File: src/rtl/hazard_ctrl.sv
// hazard_ctrl: pipeline interlock / flush controller for the 5-stage RV32I core.
//
// Tracks destination-register info for the instructions in EX, MEM and WB and
// uses it to stall, flush and select operand bypasses for the DEC instruction.
// Also sequences the multi-cycle redirect bubble after a taken branch/jump.
//
// Build option:
//   HZD_FORWARD_EN  defined   -> operand forwarding active; only load-use stalls.
//                   undefined -> no forwarding; any RAW stalls until the producer
//                                has left WB; fwd_*_sel and dec_byp_* read 0.
//
// Parameters:
//   REDIRECT_BUBBLES  cycles dec_flush stays high per redirect (1..7)
//   RA_W              register address width
//
// Ports:
//   clk, rst                 clock (rising edge), async active-high reset
//   dec_valid                DEC holds a real instruction
//   dec_rs1/dec_rs2          DEC source registers
//   dec_use_rs1/dec_use_rs2  DEC reads that source
//   dec_rd, dec_rf_wb        DEC destination and write-enable
//   dec_load                 DEC is a load
//   ex_redirect              taken branch/jump resolved in EX
//   mem_stall                data memory not ready; freeze everything
//   if_stall                 hold PC and IF/DEC
//   if_flush                 squash IF/DEC
//   dec_flush                load a bubble into DEC/EX
//   dec_byp_a/dec_byp_b      DEC operand takes wb_data
//   fwd_a_sel/fwd_b_sel      EX operand source: 00 regfile, 01 MEM, 10 WB
module hazard_ctrl #(
    parameter int unsigned REDIRECT_BUBBLES = 2,
    parameter int unsigned RA_W             = 5
) (
    input  logic            clk,
    input  logic            rst,
    input  logic            dec_valid,
    input  logic [RA_W-1:0] dec_rs1,
    input  logic [RA_W-1:0] dec_rs2,
    input  logic            dec_use_rs1,
    input  logic            dec_use_rs2,
    input  logic [RA_W-1:0] dec_rd,
    input  logic            dec_rf_wb,
    input  logic            dec_load,
    input  logic            ex_redirect,
    input  logic            mem_stall,
    output logic            if_stall,
    output logic            if_flush,
    output logic            dec_flush,
    output logic            dec_byp_a,
    output logic            dec_byp_b,
    output logic [1:0]      fwd_a_sel,
    output logic [1:0]      fwd_b_sel
);

    typedef struct packed {
        logic            v;
        logic [RA_W-1:0] rd;
        logic            we;
        logic            ld;
    } shadow_t;

    typedef enum logic {RUN, REDIR} state_t;

    localparam logic [2:0] CNT_LOAD = 3'(REDIRECT_BUBBLES - 1);

    shadow_t    ex_s, mem_s, wb_s;
    state_t     state, state_n;
    logic [2:0] cnt, cnt_n;

    logic redir_in, flushing, hz, load_use;
    logic ex_a, ex_b, mem_a, mem_b, wb_a, wb_b;

    function automatic logic match(input shadow_t s, input logic [RA_W-1:0] r,
                                   input logic use_r);
        return use_r & s.v & s.we & (s.rd == r) & (r != '0);
    endfunction

    always_comb begin
        // Masked by rst so every output reads 0 while reset is held.
        redir_in = ex_redirect & ~rst;

        ex_a  = match(ex_s,  dec_rs1, dec_use_rs1);
        ex_b  = match(ex_s,  dec_rs2, dec_use_rs2);
        mem_a = match(mem_s, dec_rs1, dec_use_rs1);
        mem_b = match(mem_s, dec_rs2, dec_use_rs2);
        wb_a  = match(wb_s,  dec_rs1, dec_use_rs1);
        wb_b  = match(wb_s,  dec_rs2, dec_use_rs2);

        load_use = (ex_a | ex_b) & ex_s.ld;
`ifdef HZD_FORWARD_EN
        hz = load_use;
`else
        hz = load_use | ex_a | ex_b | mem_a | mem_b | wb_a | wb_b;
`endif

        flushing  = (redir_in | (state == REDIR)) & ~mem_stall;
        if_flush  = redir_in & ~mem_stall;
        dec_flush = ~mem_stall & (flushing | hz);
        // A redirect kills the DEC instruction, so its hazard must not stall.
        if_stall  = mem_stall | (hz & ~flushing);

        state_n = state;
        cnt_n   = cnt;
        if (!mem_stall) begin
            if (redir_in) begin
                cnt_n   = CNT_LOAD;
                state_n = (CNT_LOAD != 3'd0) ? REDIR : RUN;
            end else if (state == REDIR) begin
                cnt_n = cnt - 3'd1;
                if (cnt == 3'd1)
                    state_n = RUN;
            end
        end
    end

    always_ff @(posedge clk or posedge rst) begin
        if (rst) begin
            ex_s  <= '0;
            mem_s <= '0;
            wb_s  <= '0;
            state <= RUN;
            cnt   <= '0;
        end else if (!mem_stall) begin
            wb_s  <= mem_s;
            mem_s <= ex_s;
            if (dec_valid && !dec_flush)
                ex_s <= '{v: 1'b1, rd: dec_rd, we: dec_rf_wb, ld: dec_load};
            else
                ex_s <= '0;
            state <= state_n;
            cnt   <= cnt_n;
        end
    end

`ifdef HZD_FORWARD_EN
    logic [1:0] fwd_a_n, fwd_b_n;
    logic [1:0] fwd_a_q, fwd_b_q;

    always_comb begin
        // EX (MEM result next cycle) is newer than MEM, so it wins.
        fwd_a_n = ex_a ? 2'b01 : (mem_a ? 2'b10 : 2'b00);
        fwd_b_n = ex_b ? 2'b01 : (mem_b ? 2'b10 : 2'b00);
    end

    always_ff @(posedge clk or posedge rst) begin
        if (rst) begin
            fwd_a_q <= '0;
            fwd_b_q <= '0;
        end else if (!mem_stall) begin
            if (dec_valid && !dec_flush) begin
                fwd_a_q <= fwd_a_n;
                fwd_b_q <= fwd_b_n;
            end else begin
                fwd_a_q <= '0;
                fwd_b_q <= '0;
            end
        end
    end

    assign fwd_a_sel = fwd_a_q;
    assign fwd_b_sel = fwd_b_q;
    // RegFile has no write-through, so DEC must take the WB value directly.
    assign dec_byp_a = wb_a & dec_valid;
    assign dec_byp_b = wb_b & dec_valid;
`else
    assign fwd_a_sel = '0;
    assign fwd_b_sel = '0;
    assign dec_byp_a = 1'b0;
    assign dec_byp_b = 1'b0;
`endif

endmodule

File: config.mk
export PLATFORM = sky130hd
export DESIGN_NAME = hazard_ctrl
export DESIGN_NICKNAME = d
export VERILOG_FILES = /design/src/rtl/hazard_ctrl.sv
export SDC_FILE = /design/constraint.sdc
export NUM_CORES = 1
export LEC_CHECK = 0
export BUFFER_PORTS_ARGS = -buffer_cell sky130_fd_sc_hd__buf_4
export CAP_MARGIN = 20
export CORE_ASPECT_RATIO = 0.8
export CORE_UTILIZATION = 57
export CTS_CLUSTER_SIZE = 12
export DETAILED_ROUTE_END_ITERATION = 7
export GPL_TIMING_DRIVEN = 0
export PLACE_DENSITY = 0.81
export SLEW_MARGIN = 20
export SYNTH_ARGS = -nofsm -noshare
export SYNTH_HDL_FRONTEND = slang
export SYNTH_SLANG_ARGS = --single-unit
File: constraint.sdc
create_clock -name clk -period 3.3 [get_ports clk]
set_clock_uncertainty 0.1 [all_clocks]
set_input_delay 0.165 -clock clk [delete_from_list [all_inputs] [get_ports clk]]
set_output_delay 0.165 -clock clk [all_outputs]
set_load 0.02 [all_outputs]
==> out/summary.json, run 1 <==
{
  "run_status": "completed",
  "cts_repair_resize_count": 0,
  "synth-async-reset-ratio": 1.00,
  "synth_sequential_area_ratio": 0.419,
  "synthTopCellsByCount": "sky130_fd_sc_hd__dfrtp_1, sky130_fd_sc_hd__xor2_1, sky130_fd_sc_hd__mux2_2",
  "drv_slew": 0,
  "dp_worst_setup_slack_ns": 1.26,
  "crit_path_top_delay_cell": "sky130_fd_sc_hd__dfrtp_1",
  "yosys_warnings": 0,
  "finalWeightedCongestion": 0.985,
  "areaGrowthSynthToFinish_pct": 19.0,
  "total_leakage_power_nw": 0.884,
  "die_h_um": 47.8,
  "core_region_area_um2": 2460,
  "ioPinCount": 33,
  "critical-path-top-delay-family": "simple AND/OR/NAND/NOR gates",
  "post_drt_wl_per_cell_um": 14.8,
  "die_span_in_x_um": 59.2,
  "setup_violations": 0,
  "worst-slew-pin-transition_ns": 0.921,
  "hold_viol": 0,
  "detailroute.via_count": 1106,
  "grt_max_degree": 26,
  "maxSlewHeadroom": 0.385,
  "global_route.usage.total": 0.232,
  "synth_top_cells_by_area": "sky130_fd_sc_hd__dfrtp_1, sky130_fd_sc_hd__xor2_1, sky130_fd_sc_hd__mux2_2",
  "worst_setup_path_start_kind": "flop",
  "worst_setup_path_end_kind": "output pin",
  "clk_latency_ns": 0.32,
  "period_needed_ns": 2.44,
  "max_freq_mhz": 410,
  "multi_input_comb_area_um2": 808,
  "synth_largest_area_cell": "sky130_fd_sc_hd__dfrtp_1",
  "drc": 0,
  "synth_enable_flop_cells": 0,
  "route.detailed.vias_per_inst": 5.42,
  "critPathArrivalTime_ns": 2.18,
  "path_depth": 7,
  "clock_slew_at_the_register_clock_pins_of_the_worst_setup_and_hold_paths_ns": 0.14,
  "fin_crit_sh": 0.740,
  "grt_antenna_before_repair": 0,
  "worstHoldPathCells": 3,
  "rsz_0062_raised_after_global_routing": "no",
  "cp.buffers_inverters": 1,
  "drt_first_pass_iters": 4,
  "synthDistinctLibCells": 31,
  "ff2ff_path_depth": 6,
  "clock_sink_count": 25,
  "post_synth_instance_area_um2": 1490,
  "tritoncts": "done",
  "netlist_instances": 134,
  "antenna-diode-count": 0,
  "seq_area_um2": 626,
  "route.final.wire_length_um": 3020,
  "drive_above_1_share": 0.351,
  "grt_overflow_total": 0,
  "worstHoldPathType": "input pin to flop",
  "drt_iter0_drc": 26,
  "cts_made_buffers": 3,
  "synth.ff_latch_count": 25,
  "power_density_over_the_cells_nw_per_um2": 457,
  "grt_pass1_vias": 1066,
  "nNetsFinal": 195,
  "yosys.area.top_type_share": 0.419,
  "final.fill_count": 196,
  "path_max_fanout": 9,
  "ant_nets": 0,
  "irDropWorstVdd_mv": 0.280,
  "numPortBuffers": 24,
  "crit_path_class": "flop to output pin",
  "ctsLongestPathBuffers": 2,
  "place.detailed.hpwl_um": 2310,
  "critical_path_required_ns": 3.03,
  "die_footprint_um2": 2830,
  "setup_slack_ns": 0.858,
  "cp_slowest_stage_delay_ns": 0.46,
  "maxCapViolCount": 0,
  "postSynth.topFlopCell": "sky130_fd_sc_hd__dfrtp_1",
  "initial_core_util": 0.606,
  "cts-htree-levels": 1,
  "number_of_cell_rows": 16,
  "grt_first_pass_wirelength_um": 4610,
  "critical_path.cell_chain": "xor2_1, nor4_1, nand4_1, a31oi_1, nor2_4, o21bai_1, buf_4",
  "syn_area_per_cell_um2": 11.1,
  "root_buffer": "sky130_fd_sc_hd__clkbuf_4",
  "setup_tns_ns": 0
}
registers in the layout, summed over array words and instances, names as in the netlist:
signal / cells
ex_s: 7
mem_s: 7
wb_s: 7
cnt: 3
state: 1
layout make-up:
type | instances | area share
Buffer | 9 | 0.0324
Clock buffer | 3 | 0.0127
Clock inverter | 1 | 0.00423
Inverter | 5 | 0.0106
Multi-Input combinational cell | 100 | 0.455
Sequential cell | 25 | 0.352
Tap cell | 36 | 0.0254
Timing Repair Buffer | 25 | 0.107
power by group:
part | leakage [nW] | total [mW] | switching, mW | internal (mW)
clock network | 0.0139 | 0.141 | 0.0943 | 0.0464
logic | 0.543 | 0.244 | 0.115 | 0.129
registers | 0.327 | 0.426 | 0.0609 | 0.365
total | 0.884 | 0.812 | 0.270 | 0.541
timing repair:
| item | CTS | global route |
|---|---|---|
| setup buffers | 0 | 0 |
| setup endpoints to repair | 0 | 0 |
| endpoints found under the hold margin | 25 | 0 |
| hold buffers | 1 | 0 |
worst min-delay path: stages:
cell                     delay (ns)
sky130_fd_sc_hd__buf_4         0.07
sky130_fd_sc_hd__and3_1        0.12
sky130_fd_sc_hd__a22o_2        0.12
metrics by stage:
step | hold slack [ns] | utilization | power, mW | area [um^2] | instances
after floorplan | 0.0923 | - | 0.597 | 1510 | 139
after global routing | 0.0545 | 0.721 | 0.870 | 1780 | 204
final | 0.0777 | 0.721 | 0.812 | 1780 | 204
after detailed placement | 0.352 | 0.705 | 0.675 | 1740 | 199
after CTS | 0.0657 | 0.721 | 0.820 | 1780 | 204
after global placement | 0.309 | 0.705 | 0.661 | 1740 | 199
cell usage in the layout, fill, tap and decap left out, drive strengths merged, types with 5 or more instances in the layout:
cell type	netlist	final
xnor2	7	7
xor2	25	25
nor4	6	6
and3	6	6
buf	8	32
a22o	6	6
mux2	14	14
dfrtp	25	25
inv	5	5
conb	1	6
nand4	6	6
logic make-up after synthesis:
kind of cell             count (synthesis)  share of synthesized area
multiplexers                            14                      0.106
XOR/XNOR                                32                      0.188
AND/OR/NAND/NOR                         30                      0.133
buffers and inverters                   14                     0.0512
other                                    1                    0.00251
AO/OA/AOI/OAI                           16                     0.0831
adder cells (fa/ha/maj)                  2                     0.0168
flip-flops                              25                      0.419
routing by layer:
layer	global-route usage	up-vias	share of wire
li1	-	529	-
met4	0.119	0	0.018
met1	0.280	521	0.46
met3	0.0676	7	0.068
met2	0.389	49	0.45
met5	0	-	0
final timing paths:
path / startpoint / slack, ns / endpoint
max: ex_s[5]$_DFFE_PP0N_ / 0.86 / if_stall
min: dec_rd[0] / 0.08 / ex_s[2]$_DFFE_PP0N_
max reg2reg: ex_s[5]$_DFFE_PP0N_ / 1.35 / ex_s[7]$_DFFE_PP0N_
min reg2reg: state$_DFFE_PP0N_ / 0.40 / state$_DFFE_PP0N_
max in group asynchronous: rst / 2.04 / wb_s[3]$_DFFE_PP0N_
min in group asynchronous: rst / 0.50 / cnt[1]$_DFFE_PP0P_
(Power assumes the default switching activity.)
==> run 2: changes to the inputs <==
--- a/config.mk
+++ b/config.mk
@@ -8,11 +8,11 @@
 export BUFFER_PORTS_ARGS = -buffer_cell sky130_fd_sc_hd__buf_4
 export CAP_MARGIN = 20
 export CORE_ASPECT_RATIO = 0.8
-export CORE_UTILIZATION = 57
+export CORE_UTILIZATION = 53
 export CTS_CLUSTER_SIZE = 12
 export DETAILED_ROUTE_END_ITERATION = 7
 export GPL_TIMING_DRIVEN = 0
-export PLACE_DENSITY = 0.81
+export PLACE_DENSITY = 0.76
 export SLEW_MARGIN = 20
 export SYNTH_ARGS = -nofsm -noshare
 export SYNTH_HDL_FRONTEND = slang
==> constraint.sdc (replaced) <==
create_clock -name clk -period 2.4 [get_ports clk]
set_clock_uncertainty 0.1 [all_clocks]
set_input_delay 0.12 -clock clk [delete_from_list [all_inputs] [get_ports clk]]
set_output_delay 0.12 -clock clk [all_outputs]
set_load 0.02 [all_outputs]
==> run 2 against run 1 <==
Compared with the run above:
- die area up 7.3%
- core utilization increased by 0.064 points
- flip-flop and latch count unchanged
- routed wire length increased by 11%
- clock-buffer cell count unchanged
- hold slack got worse by 0.045 ns
- global-route usage grew 1.1 points
- sequential power grew 39%
- critical path depth is the same
- design area grew 4.2%
- largest cell class unchanged
==> out/summary.json, run 2 (synthesized netlist as in run 1, its figures left out) <==
{
  "nNetsFinal": {"value": 199, "change": "was 195"},
  "setup_violations": {"value": 0, "change": "unchanged"},
  "drt_first_pass_iters": {"value": 4, "change": "unchanged"},
  "maxSlewHeadroom": {"value": 0.641, "change": "was 0.385"},
  "power.clock.fraction": {"value": 0.171, "change": "was 0.173"},
  "critPathArrivalTime": {"value": 2.10, "unit": "ns", "change": "was 2.18 ns"},
  "tritoncts": {"value": "done", "change": "unchanged"},
  "critical_path.cell_chain": {"value": "xor2_1, nor4_1, nand4_1, a31oi_2, nor2_4, o21bai_1, buf_4", "change": "was xor2_1, nor4_1, nand4_1, a31oi_1, nor2_4, o21bai_1, buf_4"},
  "internal-power": {"value": 752, "unit": "uW", "change": "was 541 uW"},
  "die_footprint": {"value": 3030, "unit": "um^2", "change": "was 2830 um^2"},
  "drive_above_1_share": {"value": 0.413, "change": "was 0.351"},
  "finalWeightedCongestion": {"value": 0.922, "change": "was 0.985"},
  "setup_slack": {"value": 0.0820, "unit": "ns", "change": "was 0.858 ns"},
  "place.detailed.hpwl": {"value": 2490, "unit": "um", "change": "was 2310 um"},
  "seqPwrFrac": {"value": 0.519, "change": "was 0.525"},
  "die_h": {"value": 49.4, "unit": "um", "change": "was 47.8 um"},
  "globalRouteMet3Util": {"value": 0.0504, "change": "was 0.0676"},
  "drt_iter0_drc": {"value": 35, "change": "was 26"},
  "clock_sink_count": {"value": 25, "change": "unchanged"},
  "ctsLongestPathBuffers": {"value": 2, "change": "unchanged"},
  "power_density_over_the_cells": {"value": 617, "unit": "nW/um^2", "change": "was 457 nW/um^2"},
  "drc": {"value": 0, "change": "unchanged"},
  "worst_setup_path_end_kind": {"value": "output pin", "change": "unchanged"},
  "clock_slew_at_the_register_clock_pins_of_the_worst_setup_and_hold_paths": {"value": 0.14, "unit": "ns", "change": "about the same"},
  "antenna-diode-count": {"value": 0, "change": "unchanged"},
  "leading_cell_type_in_the_layout_fill_and_taps_excluded": {"value": "sky130_fd_sc_hd__buf_4", "change": "unchanged"},
  "seq_area": {"value": 628, "unit": "um^2", "change": "was 626 um^2"},
  "registers_with_the_most_flip_flops": {"value": "ex_s: 7 flops, mem_s: 7 flops, wb_s: 7 flops", "change": "unchanged"},
  "reg2reg_end": {"value": "ex_s[7]$_DFFE_PP0N_", "change": "unchanged"},
  "total_leakage_power": {"value": 0.907, "unit": "nW", "change": "was 0.884 nW"},
  "root_buffer": {"value": "sky130_fd_sc_hd__clkbuf_4", "change": "unchanged"},
  "timing.critical_path.to": {"value": "if_stall", "change": "unchanged"},
  "irDropWorstVdd": {"value": 0.449, "unit": "mV", "change": "was 0.280 mV"},
  "worstHoldPathType": {"value": "input pin to flop", "change": "unchanged"},
  "grt_first_pass_wirelength": {"value": 5280, "unit": "um", "change": "was 4610 um"},
  "ant_nets": {"value": 0, "change": "unchanged"},
  "clk_latency": {"value": 0.33, "unit": "ns", "change": "was 0.32 ns"},
  "period_needed_ns": 2.32,
  "grtUsageMet1": {"value": 0.297, "change": "was 0.280"},
  "numPortBuffers": {"value": 24, "change": "unchanged"},
  "net-switching-power": {"value": 389, "unit": "uW", "change": "was 270 uW"},
  "initial_core_util": {"value": 0.582, "change": "was 0.606"},
  "grt.busiest_layer": {"value": "met2", "change": "unchanged"},
  "netSwitchingFraction": {"value": 0.341, "change": "was 0.333"},
  "layout.cells.most_common_list": {"value": "sky130_fd_sc_hd__buf_4, sky130_fd_sc_hd__xor2_1, sky130_fd_sc_hd__dfrtp_1", "change": "unchanged"},
  "max_freq_mhz": 431,
  "core_region_area": {"value": 2560, "unit": "um^2", "change": "was 2460 um^2"},
  "cp_slowest_stage_delay": {"value": 0.44, "unit": "ns", "change": "was 0.46 ns"},
  "areaGrowthSynthToFinish": {"value": 24.0, "unit": "%", "change": "was 19.0%"},
  "hp-start": {"value": "dec_rf_wb", "change": "was dec_rd[0]"},
  "number_of_cell_rows": {"value": 16, "change": "unchanged"},
  "maxCapViolCount": {"value": 0, "change": "unchanged"},
  "route.detailed.vias_per_inst": {"value": 5.62, "change": "was 5.42"},
  "ff2ff_path_depth": {"value": 7, "change": "was 6"},
  "die_span_in_x": {"value": 61.3, "unit": "um", "change": "was 59.2 um"},
  "worst_setup_path_start_kind": {"value": "flop", "change": "unchanged"},
  "post_drt_wl_per_cell": {"value": 16.1, "unit": "um", "change": "was 14.8 um"},
  "grt_antenna_before_repair": {"value": 0, "change": "unchanged"},
  "run_status": {"value": "completed", "change": "unchanged"},
  "share_of_total_power_in_combinational_logic": {"value": 0.310, "change": "was 0.301"},
  "use_met2": {"value": 0.406, "change": "was 0.389"},
  "utilization": {"value": 0.722, "change": "was 0.721"},
  "global_route.usage.total": {"value": 0.243, "change": "was 0.232"},
  "design_power_total": {"value": 1.14, "unit": "mW", "change": "was 812 uW"},
  "grt_max_degree": {"value": 26, "change": "unchanged"},
  "critical_path_required": {"value": 2.18, "unit": "ns", "change": "was 3.03 ns"},
  "route.final.wire_length": {"value": 3350, "unit": "um", "change": "was 3020 um"},
  "cts-htree-levels": {"value": 1, "change": "unchanged"},
  "drv_slew": {"value": 0, "change": "unchanged"},
  "cts_made_buffers": {"value": 3, "change": "unchanged"},
  "dp_worst_setup_slack": {"value": 0.421, "unit": "ns", "change": "was 1.26 ns"},
  "final.fill_count": {"value": 195, "change": "was 196"},
  "timing.reg2reg.setup_slack": {"value": 0.38, "unit": "ns", "change": "was 1.35 ns"},
  "multi_input_comb_area": {"value": 845, "unit": "um^2", "change": "was 808 um^2"},
  "path_max_fanout": {"value": 5, "change": "was 9"},
  "grt_pass1_vias": {"value": 1157, "change": "was 1066"},
  "detailroute.via_count": {"value": 1168, "change": "was 1106"},
  "fin_crit_sh": 0.966,
  "worst_setup_path_startpoint": {"value": "wb_s[5]$_DFFE_PP0N_", "change": "was ex_s[5]$_DFFE_PP0N_"},
  "crit_path_class": {"value": "flop to output pin", "change": "unchanged"},
  "reg2reg_from": {"value": "wb_s[5]$_DFFE_PP0N_", "change": "was ex_s[5]$_DFFE_PP0N_"},
  "crit_path_top_delay_cell": {"value": "sky130_fd_sc_hd__dfrtp_1", "change": "unchanged"},
  "grt_overflow_total": {"value": 0, "change": "unchanged"},
  "worst-slew-pin-transition": {"value": 0.539, "unit": "ns", "change": "was 0.921 ns"},
  "ioPinCount": {"value": 33, "change": "unchanged"},
  "hold_viol": {"value": 0, "change": "unchanged"}
}
## run 2: cell count changes in the layout (fill, tap and decap cells not counted), sizes merged
cell / previous run / this run
buf: 32 / 36
clkinv: 0 / 1
clkinvlp: 1 / 0
## run 2: worst min path at each step
stage                           to  cells past startpoint  slack (ns)
2_1_floorplan   cnt[0]$_DFFE_PP0P_                      1        0.05
3_3_place_gp    cnt[1]$_DFFE_PP0P_                      2        0.27
3_5_place_dp    cnt[1]$_DFFE_PP0P_                      2        0.30
4_1_cts        ex_s[1]$_DFFE_PP0N_                      3        0.04
5_1_grt        ex_s[6]$_DFFE_PP0N_                      3        0.03
6_report       ex_s[1]$_DFFE_PP0N_                      3        0.03
## run 2: final cells by class
class | count | share of cell area
clock inverter | 1 | 0.00271
sequential | 25 | 0.340
buffer | 9 | 0.0311
multi-input combinational | 100 | 0.457
timing repair buffer | 29 | 0.123
clock buffer | 3 | 0.0122
inverter | 5 | 0.0101
tap | 36 | 0.0244
## run 2: per-layer routing
| layer | vias to the layer above | wire length (um) |
|---|---|---|
| li1 | 536 | - |
| met4 | 0 | 68 |
| met2 | 50 | 1640 |
| met5 | - | 0 |
| met3 | 8 | 215 |
| met1 | 574 | 1420 |
## run 2: worst max-delay path: cells and delay by family, from the launching register on
family / cells / cell delay [ns]
flops: 1 / 0.44
xor+xnor: 1 / 0.15
simple gates: 3 / 0.60
compound gates: 2 / 0.40
buf+inv: 1 / 0.16
## run 2: power by group through the flow
stage / clock network (mW) / registers (mW) / logic [mW]
3_5_place_dp: 0 / 0.598 / 0.335
4_1_cts: 0.193 / 0.590 / 0.337
2_1_floorplan: 0 / 0.571 / 0.250
3_3_place_gp: 0 / 0.591 / 0.320
6_report: 0.195 / 0.592 / 0.353
5_1_grt: 0.208 / 0.604 / 0.397
## run 2: stage by stage
stage / cells / hold WS (ns) / TNS [ns] / cell area (um^2)
finish: 208 / 0.0325 / 0 / 1850
global route: 208 / 0.0314 / -0.0135 / 1850
CTS: 204 / 0.0353 / 0 / 1770
detailed placement: 199 / 0.300 / 0 / 1740
global placement: 199 / 0.267 / 0 / 1740
floorplan: 139 / 0.0473 / 0 / 1510
## run 2: repair_timing
item,4_1_cts,5_1_grt
hold endpoints to repair,26,0
setup buffers,0,3
setup endpoints to repair,0,2
hold buffers,1,0
gates resized for setup,0,8
